File: config.mk
export PLATFORM = sky130hd
export DESIGN_NAME = pim_cmd_sched
export DESIGN_NICKNAME = d
export VERILOG_FILES = /design/src/rtl/pim_pkg.sv /design/src/rtl/pim_cmd_fifo.sv /design/src/rtl/pim_cmd_sched.sv
export SDC_FILE = /design/constraint.sdc
export NUM_CORES = 1
export LEC_CHECK = 0
export BUFFER_PORTS_ARGS = -buffer_cell sky130_fd_sc_hd__buf_2
export CAP_MARGIN = 5
export CORE_AREA = 2 2 170 172
export DETAILED_ROUTE_END_ITERATION = 6
export DIE_AREA = 0 0 172 174
export GPL_TIMING_DRIVEN = 0
export SETUP_SLACK_MARGIN = 0.3
export SLEW_MARGIN = 5
export SYNTH_ARGS = -nofsm -noshare
export SYNTH_HDL_FRONTEND = slang
export SYNTH_SLANG_ARGS = --single-unit
export TNS_END_PERCENT = 5
File: constraint.sdc
create_clock -name i_clk -period 2.8 [get_ports i_clk]
set_input_delay 0.56 -clock i_clk [delete_from_list [all_inputs] [get_ports i_clk]]
set_output_delay 0.56 -clock i_clk [all_outputs]
set_load 0.02 [all_outputs]
File: src/rtl/pim_pkg.sv
// Shared types for the PIM command scheduler: funct3 encodings,
// the queued command bundle and the scheduler FSM states.
package pim_pkg;

   localparam logic [2:0] PIM_WRITE   = 3'b001;
   localparam logic [2:0] PIM_COMPUTE = 3'b010;
   localparam logic [2:0] PIM_LOAD    = 3'b100;
   localparam logic [2:0] PIM_KEY     = 3'b101;
   localparam logic [2:0] PIM_VREF    = 3'b110;

   typedef struct packed {
      logic [2:0]  funct3;
      logic [3:0]  sel_pim;
      logic [12:0] size;
      logic [31:0] mem_addr;
   } pim_cmd_t;

   typedef enum logic [1:0] {
      IDLE,
      ISSUE,
      WAIT_BUSY,
      WAIT_DONE
   } pim_state_t;

   function automatic logic is_legal(input logic [2:0] f);
      return f inside {PIM_WRITE, PIM_COMPUTE, PIM_LOAD, PIM_KEY, PIM_VREF};
   endfunction

endpackage

File: src/rtl/pim_cmd_fifo.sv
// Synchronous command queue of DEPTH pim_cmd_t entries.
// The ready flag is a register so it has no path from the pop.
module pim_cmd_fifo
   import pim_pkg::*;
#(
   parameter int DEPTH = 4
) (
   input  logic                   i_clk,
   input  logic                   i_rst_n,
   input  logic                   push,
   input  pim_cmd_t               din,
   input  logic                   pop,
   output pim_cmd_t               head,
   output logic [$clog2(DEPTH):0] level,
   output logic                   ready
);

   localparam int AW = $clog2(DEPTH);
   localparam int LW = AW + 1;

   pim_cmd_t      mem [DEPTH];
   logic [AW-1:0] wr_ptr;
   logic [AW-1:0] rd_ptr;
   logic [LW-1:0] next_level;

   assign head       = mem[rd_ptr];
   assign next_level = level + LW'(push) - LW'(pop);

   always_ff @(posedge i_clk) begin
      if (push) mem[wr_ptr] <= din;
   end

   always_ff @(posedge i_clk or negedge i_rst_n) begin
      if (!i_rst_n) begin
         wr_ptr <= '0;
         rd_ptr <= '0;
         level  <= '0;
         ready  <= 1'b1;
      end else begin
         if (push) wr_ptr <= wr_ptr + AW'(1);
         if (pop)  rd_ptr <= rd_ptr + AW'(1);
         level <= next_level;
         ready <= (next_level != LW'(DEPTH));
      end
   end

endmodule

File: src/rtl/pim_cmd_sched.sv
// PIM command scheduler: queues commands and launches them on the DMA.
// Define PIM_SCHED_IRQ_EN to add the o_irq drain/error pulse output.
module pim_cmd_sched
   import pim_pkg::*;
#(
   parameter int DEPTH = 4,
   parameter int TMO   = 8
) (
   input  logic                   i_clk,
   input  logic                   i_rst_n,
   input  logic                   i_cmd_valid,
   output logic                   o_cmd_ready,
   input  logic [2:0]             i_cmd_funct3,
   input  logic [3:0]             i_cmd_sel_pim,
   input  logic [12:0]            i_cmd_size,
   input  logic [31:0]            i_cmd_mem_addr,
   output logic                   o_dma_en,
   output logic [2:0]             o_funct3,
   output logic [3:0]             o_sel_pim,
   output logic [12:0]            o_size,
   output logic [31:0]            o_mem_addr,
   input  logic                   i_dma_busy,
   output logic [$clog2(DEPTH):0] o_level,
   output logic                   o_idle,
   output logic [15:0]            o_done_cnt,
   output logic                   o_err,
   input  logic                   i_err_clr
`ifdef PIM_SCHED_IRQ_EN
   ,
   output logic                   o_irq
`endif
);

   localparam int LW = $clog2(DEPTH) + 1;
   localparam int TW = $clog2(TMO + 1);

   pim_state_t    state;
   pim_cmd_t      cmd_in;
   pim_cmd_t      head;
   logic          push;
   logic          pop;
   logic          bad;
   logic          zero;
   logic          skip;
   logic          tmo_hit;
   logic          dma_done;
   logic          set_err;
   logic          retire;
   logic          more;
   logic [TW-1:0] tcnt;

   assign cmd_in   = {i_cmd_funct3, i_cmd_sel_pim, i_cmd_size, i_cmd_mem_addr};
   assign push     = i_cmd_valid && o_cmd_ready;
   assign bad      = !is_legal(head.funct3);
   assign zero     = (head.size == '0);
   // Illegal and empty commands leave the queue without touching the DMA
   assign skip     = (state == ISSUE) && (bad || zero);
   assign tmo_hit  = (state == WAIT_BUSY) && !i_dma_busy
                   && (tcnt == TW'(TMO - 1));
   assign dma_done = (state == WAIT_DONE) && !i_dma_busy;
   assign pop      = skip || tmo_hit || dma_done;
   assign set_err  = ((state == ISSUE) && bad) || tmo_hit;
   assign retire   = ((state == ISSUE) && !bad && zero) || dma_done;
   assign more     = (o_level > LW'(1)) || push;
   assign o_idle   = (o_level == '0) && (state == IDLE);

   pim_cmd_fifo #(.DEPTH(DEPTH)) u_fifo (
      .i_clk   (i_clk),
      .i_rst_n (i_rst_n),
      .push    (push),
      .din     (cmd_in),
      .pop     (pop),
      .head    (head),
      .level   (o_level),
      .ready   (o_cmd_ready)
   );

   always_ff @(posedge i_clk or negedge i_rst_n) begin
      if (!i_rst_n) begin
         state      <= IDLE;
         tcnt       <= '0;
         o_dma_en   <= 1'b0;
         o_funct3   <= '0;
         o_sel_pim  <= '0;
         o_size     <= '0;
         o_mem_addr <= '0;
         o_done_cnt <= '0;
         o_err      <= 1'b0;
      end else begin
         o_dma_en <= 1'b0;
         if (retire) o_done_cnt <= o_done_cnt + 16'd1;
         if (set_err)        o_err <= 1'b1;
         else if (i_err_clr) o_err <= 1'b0;
         unique case (state)
            IDLE: begin
               if (o_level != '0) state <= ISSUE;
            end
            ISSUE: begin
               if (skip) begin
                  state <= IDLE;
               end else begin
                  o_dma_en   <= 1'b1;
                  o_funct3   <= head.funct3;
                  o_sel_pim  <= head.sel_pim;
                  o_size     <= head.size;
                  o_mem_addr <= head.mem_addr;
                  tcnt       <= '0;
                  state      <= WAIT_BUSY;
               end
            end
            WAIT_BUSY: begin
               if (i_dma_busy)   state <= WAIT_DONE;
               else if (tmo_hit) state <= IDLE;
               else              tcnt  <= tcnt + TW'(1);
            end
            WAIT_DONE: begin
               if (!i_dma_busy) state <= more ? ISSUE : IDLE;
            end
            default: state <= IDLE;
         endcase
      end
   end

`ifdef PIM_SCHED_IRQ_EN
   always_ff @(posedge i_clk or negedge i_rst_n) begin
      if (!i_rst_n) o_irq <= 1'b0;
      else          o_irq <= (pop && (o_level == LW'(1)) && !push)
                           || (set_err && !o_err);
   end
`endif

endmodule

### Word level (Yosys, flattened, before mapping)

Memory sizes are Yosys's and may differ from the RTL's.
Cells that the tools add are included.

* add/sub/neg operators: 6
* $mul: 0
* divide/modulo/power cells: 0
* order comparisons: 1
* equal/unequal tests: 16
* shift operators: 0
* mux-type cells: 17
* bitwise gates (word level): 1
* reductions and logical operators: 27

Operator list (number)
* 16-bit by 1-bit adder with 16-bit output, second input constant: 1
* 13-bit logical NOT: 1
* 4-bit 2-to-1 mux: 3
* 2-bit 2-to-1 mux: 5
* 3-bit equality test, second input constant: 3
* 1-bit logical AND: 9
* 2-bit inequality test, second input constant: 4
* 2-bit one-hot mux with 4 select lines: 1
* 4-bit one-hot mux with 2 select lines: 1
* 1-bit 2-to-1 mux: 7
* 1-bit logical OR: 6
* 3-bit inequality test, second input constant: 2
* 5-bit nonzero test: 1
* 2-bit by 1-bit adder with 2-bit output, second input constant: 2
* 4-bit by 1-bit adder with 4-bit output, second input constant: 1
* 2-bit equality test, second input constant: 2
* 4-bit by 3-bit equality test with 1-bit output, second input constant: 1
* 4-bit AND reduction: 1
* 2-bit nonzero test: 2
* 3-bit by 1-bit adder with 3-bit output: 1
* 3-bit by 1-bit equality test with 1-bit output, second input constant: 1
* 3-bit by 2-bit equality test with 1-bit output, second input constant: 1
* 3-bit by 1-bit greater-than comparator with 1-bit output, second input constant: 1
* 3-bit logical NOT: 1
* other kinds (9): 10

* flip-flop bits (word level): 84
* bits in latches: 0
* memory bits (writable): 208
* memory bits (read-only): 0
* input bits: 57
* output and inout bits: 75
* logic and storage cells: 82
* memories: 1

Memories
* u_fifo.mem: words 4, width 52, rd ports 1, clocked after memory_dff 0, write ports 1, line pim_cmd_fifo.sv:21 `pim_cmd_t mem [DEPTH];`

### Depth between registers and ports, before layout

Gate-level depths: netlist of run 1.
An unclocked memory read counts as a cell.

* word-level depth: 10
* gate-level depth with buffers: 12
* gate-level depth less buffers: 10

### By module

From an unflattened synthesis of run 1, not the netlist that was laid out.

* cells, all modules: 644
* area, all modules: 11162.0 µm²

Modules (own cells, without submodules)
* pim_cmd_fifo: times used 1, cells each 306, area each 7986.4 µm², seq. area each 6447.4 µm²
* pim_cmd_sched: times used 1, cells each 338, area each 3175.5 µm², seq. area each 1901.8 µm²

### Least setup slack after synthesis of run 1

No wires, ideal clock.

* path type: reg2reg
* from: reg u_fifo.rd_ptr[1]
* to: reg u_fifo.ready
* library setup time: 83 ps
* arrival: 3024 ps
* required time: 2717 ps
* slack: -307 ps
* cell stages (with the launch flop): 13
* buffers on the path: 2
* clock period less this slack: 3107 ps
* cells stage by stage: dfrtp_1 -> buf_2 -> buf_1 -> mux4_2 -> nor4_1 -> nand4_2 -> o2111ai_1 -> ha_1 -> inv_1 -> ha_1 -> fa_1 -> nor2_1 -> nand2_1

* longest elaborated chain between the ends: 10
* elaborated cells on any way between the ends: 15
* classes of those cells: 1 x add/sub; 6 x eq/ne; 7 x reduce/logical; 1 x memory

RTL lines
* from (decl): line pim_cmd_fifo.sv:23 `logic [AW-1:0] rd_ptr;`
* from (signal assigned): line pim_cmd_fifo.sv:41 `if (pop) rd_ptr <= rd_ptr + AW'(1);`
* memory 4 x 52 bit *
* 3-bit by 1-bit equality test with 1-bit output (tied with other cells): line pim_pkg.sv:26 `return f inside {PIM_WRITE, PIM_COMPUTE, PIM_LOAD, PIM_KEY, PIM_VREF};`
* 5-bit nonzero test: line pim_pkg.sv:26
* 1-bit logical NOT: line pim_cmd_sched.sv:54 `assign bad = !is_legal(head.funct3);`
* 1-bit logical OR *: line pim_cmd_sched.sv:57 `assign skip = (state == ISSUE) && (bad || zero);`
* 1-bit logical AND *: line pim_cmd_sched.sv:57
* 1-bit logical OR * (2 in a row): line pim_cmd_sched.sv:61 `assign pop = skip || tmo_hit || dma_done;`
* 3-bit by 1-bit subtractor with 3-bit output *: line pim_cmd_fifo.sv:27 `assign next_level = level + LW'(push) - LW'(pop);`
* via u_fifo.next_level[1]: line pim_cmd_fifo.sv:24 `logic [LW-1:0] next_level;`
* 3-bit inequality test *: line pim_cmd_fifo.sv:43 `ready <= (next_level != LW'(DEPTH));`
* to (signal assigned): line pim_cmd_fifo.sv:43
* to (decl): line pim_cmd_fifo.sv:15 `output logic ready`

Mark *: on every way through the listed nets, which the timed path passes. The rest lies on a longest branch.
A chain may end at the register's enable or synchronous reset.

### Worst setup path after layout of run 1

* from: reg u_fifo.rd_ptr[0]
* to: reg u_fifo.ready

Same word-level chain as after synthesis.

==> results of run 1 <==
state kept, by name, summed over array words and instances, names as in the netlist:
| name | count |
|---|---|
| tcnt | 4 |
| o_done_cnt | 16 |
| u_fifo.ready | 1 |
| o_size | 13 |
| state | 2 |
| u_fifo.level | 3 |
| o_funct3 | 3 |
| u_fifo.mem | 208 |
| u_fifo.wr_ptr | 2 |
| o_sel_pim | 4 |
| o_mem_addr | 32 |
| u_fifo.rd_ptr | 2 |
| o_err | 1 |
| o_dma_en | 1 |
per-stage QoR:
| step | power, uW | hold slack, ns | std cells |
|---|---|---|---|
| 6_report | 15600 | 0.0167 | 1117 |
| 5_1_grt | 16400 | 0.0355 | 1116 |
| 4_1_cts | 15700 | 0.0229 | 1116 |
| 3_5_place_dp | 11200 | 0.460 | 1051 |
| 3_3_place_gp | 11000 | 0.459 | 1046 |
| 2_1_floorplan | 9550 | 0.264 | 531 |
area by class of cell:
| cell class | count | area, um2 |
|---|---|---|
| plain buffers | 20 | 179 |
| clock buffers | 44 | 875 |
| repair buffers | 143 | 848 |
| well taps | 384 | 480 |
| fillers | 2422 | 14600 |
| diodes | 1 | 2.50 |
| clock inverters | 14 | 195 |
| flip-flops and latches | 292 | 8350 |
| multi-input cells | 208 | 2650 |
| inverters | 11 | 43.8 |
layout by cell type, fill, tap and decap left out, drive strengths merged, types with 2 or more instances in the layout:
cell type,n
and2,2
and3,9
buf,155
bufinv,4
clkbuf,52
clkinv,8
dfrtp,83
edfxtp,208
ha,10
inv,12
mux2,53
mux4,52
nand2,14
nand2b,2
nand3,6
nand4,9
nor2,7
nor4,2
o21ai,4
o31ai,2
xnor2,17
xor2,4
power by group:
part	switching (uW)	total (uW)	internal, uW
registers	428	6230	5800
clock network	1650	4200	2550
logic	2750	5130	2380
total	4820	15600	10700
critical path: stages, from the launching register on:
cell and delay (ns):
dfrtp_1 0.36, buf_8 0.15, buf_4 0.15, mux4_2 0.51, or3_1 0.41, a21o_1 0.21
o2111ai_4 0.14, ha_4 0.25, inv_4 0.05, ha_4 0.12, fa_2 0.45, nor2_1 0.10
nand2_1 0.07
logic make-up (layout without fill, tap and decap cells):
kind of cell / Yosys count / after routing / share of synthesized area
other: 0 / 1 / 0
adder cells (fa/ha/maj): 11 / 11 / 0.0131
flip-flops: 292 / 292 / 0.756
multiplexers: 105 / 105 / 0.160
XOR/XNOR: 21 / 21 / 0.0167
AND/OR/NAND/NOR: 58 / 58 / 0.0291
AO/OA/AOI/OAI: 13 / 13 / 0.00986
buffers and inverters: 31 / 232 / 0.0151
per-layer routing:
layer  routed length, um  global-route usage  part of all wire  vias up
met5                  34                   0            0.0015        -
met4                 483              0.0371             0.022        6
met3                1370              0.0371             0.061       41
met2               11400               0.264              0.51      158
met1                9160               0.192              0.41     2899
li1                    -                   -                 -     2461
how the worst max path moves through the flow:
stage	startpoint	end	slack, ns	depth (start not counted)
finish	u_fifo.rd_ptr[0]	u_fifo.ready	-0.24	12
global route	u_fifo.rd_ptr[0]	u_fifo.ready	-0.41	12
CTS	u_fifo.rd_ptr[0]	u_fifo.ready	-0.33	12
detailed placement	u_fifo.rd_ptr[0]	u_fifo.ready	-0.79	12
global placement	u_fifo.rd_ptr[0]	u_fifo.ready	-0.76	12
floorplan	u_fifo.rd_ptr[0]	u_fifo.ready	-0.14	12
timing repair:
item,CTS,global route
hold buffers,0,0
pin swaps,6,11
setup buffers,7,0
resized for setup,23,7
setup endpoints to repair,80,79
==> results.yml, run 1 <==
clock_network:
  clk_pin_slew_ns: 0.06
  htree_num_levels: 1
  cts_tree: "yes"
  clock_latency_ns: 0.56
  clock-sinks: 292
  root_buffer: "clkbuf_16"
  clk_path_buf_depth: 3
  cts_buffers: 31
routing:
  wire_per_inst_um: 20.1
  first_pass_iters: 4
  drt_iter0_drc: 271
  vias: 5565
  remaining_drc_errors: 0
  wl_mm: 22.5
  postRouteAntennaNets: 0
  via_per_inst: 4.98
place:
  io_buffers: 131
  dpl_cell_area_um2: 12400
  place.gp.congestion: 0.752
  hpwl_mm: 14.2
  dp_slack_ns: -0.795
worst_setup_path:
  rrSetupSlack_ns: -0.24
  reg2regPathDepth: 12
  endpoint_kind: "flop"
  r2r_end: "u_fifo.ready"
  crit_fanout: 7
  crit_type: "reg -> reg"
  startpoint_type: "flop"
  cp.required_ns: 3.28
  worstPathArrival_ns: 3.52
  reg2reg_from: "u_fifo.rd_ptr[0]"
timing:
  finalHoldViolations: 0
  period_needed_ns: 3.04
  setup_ws_ns: -0.242
  maxSlewViolCount: 0
  fin_tns_setup_ns: -0.505
  worstMarginPinSlew_ns: 0.979
  setup_violations: 3
  rsz0062_at_grt: "true"
  clock.fmax_mhz: 329
  slew_headroom: 0.347
  clock_skew_ns: 0.0156
  fin_crit_sh: 1.09
final_layout:
  nets: 775
  final_core_util: 0.483
  stdcell_area_um2: 13600
  drive_above_1_share: 0.436
  syn_to_final_growth_pct: 23.4
run_status:
  violations: "setup timing"
  status: "finished with violations"
power_and_ir_drop:
  power_leakage_uw: 0.00510
  ir_worst_vdd_mv: 0.686
  power.density_nw_per_um2: 1140
global_routing:
  antenna_found_initial: 3
  grtUsageTotal: 0.152
  grt_pass1_vias: 5983
  grt_pass1_wl_mm: 34.5
  gr-total-overflow: 0
  grt_max_degree: 50
synth:
  synth_ff_type: "edfxtp_1"
  synthCells: 531
  async_flop_share: 0.288
  syn-num-nets: 599
  ys_warn_count: 0
  ys_ff_latch: 292
  ys_seq_area_frac: 0.756
  ys_types: 44
  synthTopCellsByArea: "edfxtp_1 (57%), dfrtp_1 (19%), mux4_2 (11%), mux2_2 (4.3%), xnor2_1 (1.3%)"
  synth_top_area_cell: "edfxtp_1"
  synth-edff-count: 208
  synth_top_area_frac: 0.566
  synth.avg_cell_area_um2: 20.8
  synth_common_cells: "edfxtp_1 (208), dfrtp_1 (83), mux4_2 (52)"
  synth_most_common_cell: "edfxtp_1"
  syn_area_um2: 11000
die:
  die_w_um: 172
  die_y_um: 174
  initial_core_util: 0.391
  ios: 132
  placementRows: 62
  dieArea_um2: 29900
  core_area_um2: 28200
worst_hold_path:
  hp-class: "in -> async"
run:
  drv_cap: 0
Note: power is estimated with default switching activity, not from simulation.
==> run 2: changes to the inputs <==
Settings changed: TNS_END_PERCENT 5 to 1.
==> run 2 against run 1 <==
Compared with the run above: largest power group unchanged; maximum frequency rose by 0.47%; setup slack gained 0.014 ns; sequential share of layout area is essentially flat; global-route usage is the same; sequential power about the same; worst hold slack improved by 0.0011 ns; the flow still finishes with violations (setup timing); die area unchanged; final cell count about the same; total power about the same.
==> results.yml, run 2 (synthesis results as in run 1) <==
global_routing:
  grt_max_degree: 50
  grtUsageTotal: 0.152
  grt_pass1_vias: 5987
  grt_pass1_wl_mm: 34.5
  gr-total-overflow: 0
  antenna_found_initial: 3
die:
  core_area_um2: 28200
  ios: 132
  dieArea_um2: 29900
  die_y_um: 174
  die_w_um: 172
  placementRows: 62
  initial_core_util: 0.391
worst_setup_path:
  worstPathArrival_ns: 3.50
  crit_fanout: 7
  crit_family: "adder cells"
  startpoint_type: "flop"
  crit_top_cell: "ha_4"
  cp.required_ns: 3.28
  reg2reg_from: "u_fifo.rd_ptr[0]"
  rrSetupSlack_ns: -0.23
  critPathSlowestCell: "mux4_2"
  r2r_end: "u_fifo.ready"
  crit_type: "reg -> reg"
  cp_cell_sequence: "buf_8, buf_4, mux4_2, or3_4, a21o_1, o2111ai_4, ha_4, inv_4, ha_4, fa_2, nor2_1, nand2_1"
  crit_buf_inv: 3
  reg2regPathDepth: 12
  cp_slowest_stage_delay_ns: 0.52
  endpoint_kind: "flop"
routing:
  wl_mm: 22.5
  vias: 5556
  remaining_drc_errors: 0
  via_per_inst: 4.98
  first_pass_iters: 4
  postRouteAntennaNets: 0
  drt_iter0_drc: 320
  wire_per_inst_um: 20.1
run_status:
  violations: "setup timing"
  status: "finished with violations"
final_layout:
  final_core_util: 0.483
  layoutNonFillerInstCount: 1116
  largest_reg_flops: 208
  top_register: "u_fifo.mem"
  final_cell_mix: "edfxtp_1 (208), buf_2 (132), dfrtp_1 (83)"
  nets: 774
  biggestRegsByFlops: "u_fifo.mem x208, o_mem_addr x32, o_done_cnt x16"
  syn_to_final_growth_pct: 23.5
  drive_above_1_share: 0.436
  layout_commonest_cell: "edfxtp_1"
clock_network:
  clock-sinks: 292
  cts_buffers: 31
  cts_tree: "yes"
  htree_num_levels: 1
  clock_latency_ns: 0.56
  root_buffer: "clkbuf_16"
  clk_pin_slew_ns: 0.06
  clk_path_buf_depth: 3
timing:
  period_needed_ns: 3.03
  setup_ws_ns: -0.228
  setup_violations: 22
  rsz0062_at_grt: "true"
  slew_headroom: 0.347
  finalHoldViolations: 0
  fin_crit_sh: 1.08
  fin_tns_setup_ns: -0.660
  maxSlewViolCount: 0
  clock_skew_ns: 0.0169
  clock.fmax_mhz: 330
  worstMarginPinSlew_ns: 0.979
place:
  hpwl_mm: 14.2
  dpl.cell_count: 1051
  place.gp.congestion: 0.752
  dp_slack_ns: -0.795
  io_buffers: 131
power_and_ir_drop:
  power.density_nw_per_um2: 1140
  ir_worst_vdd_mv: 0.687
  total_power_uw: 15600
  power_leakage_uw: 0.00510
run:
  drv_cap: 0
worst_hold_path:
  hp-class: "in -> async"
[run 2: cell count changes in the layout (fill, tap and decap cells not counted)]
cell    before  now
buf_12       4    5
buf_4       11    9
buf_6        0    1
buf_8        2    1
or3_1        1    0
or3_4        0    1
[run 2: report_power, final]
part	switching (uW)	internal, uW
Sequential	426	5800
Combinational	2760	2390
Clock	1640	2550
[run 2: what timing repair did]
item,4_1_cts,5_1_grt
setup endpoints to repair,80,79
pin swaps,5,9
hold buffers,0,0
setup buffers,6,0
resized for setup,24,9
[run 2: stage by stage]
step	hold WS, ns	cell area (um2)
floorplan	0.264	11100
global placement	0.459	12200
detailed placement	0.460	12400
CTS	0.0229	13600
global route	0.0355	13600
finish	0.0178	13600
[run 2: area by class of cell]
class / count / area, um2
clock buffer: 44 / 875
tap: 384 / 480
buffer: 20 / 188
antenna: 1 / 2.50
inverter: 11 / 43.8
sequential: 292 / 8350
clock inverter: 14 / 195
fill: 2420 / 14600
multi-input combinational: 208 / 2660
timing repair buffer: 142 / 841
[run 2: worst max path at each step]
stage | depth (start not counted) | to | from
detailed placement | 12 | u_fifo.ready | u_fifo.rd_ptr[0]
global route | 12 | u_fifo.ready | u_fifo.rd_ptr[0]
global placement | 12 | u_fifo.ready | u_fifo.rd_ptr[0]
floorplan | 12 | u_fifo.ready | u_fifo.rd_ptr[0]
CTS | 12 | u_fifo.ready | u_fifo.rd_ptr[0]
finish | 12 | u_fifo.ready | u_fifo.rd_ptr[0]
[run 2: metal layers]
layer	global-route usage	vias to the layer above	wire length, um
met2	0.264	152	11400
met1	0.192	2899	9210
li1	-	2458	-
met3	0.0371	41	1330
met4	0.0371	6	483
met5	0	-	34
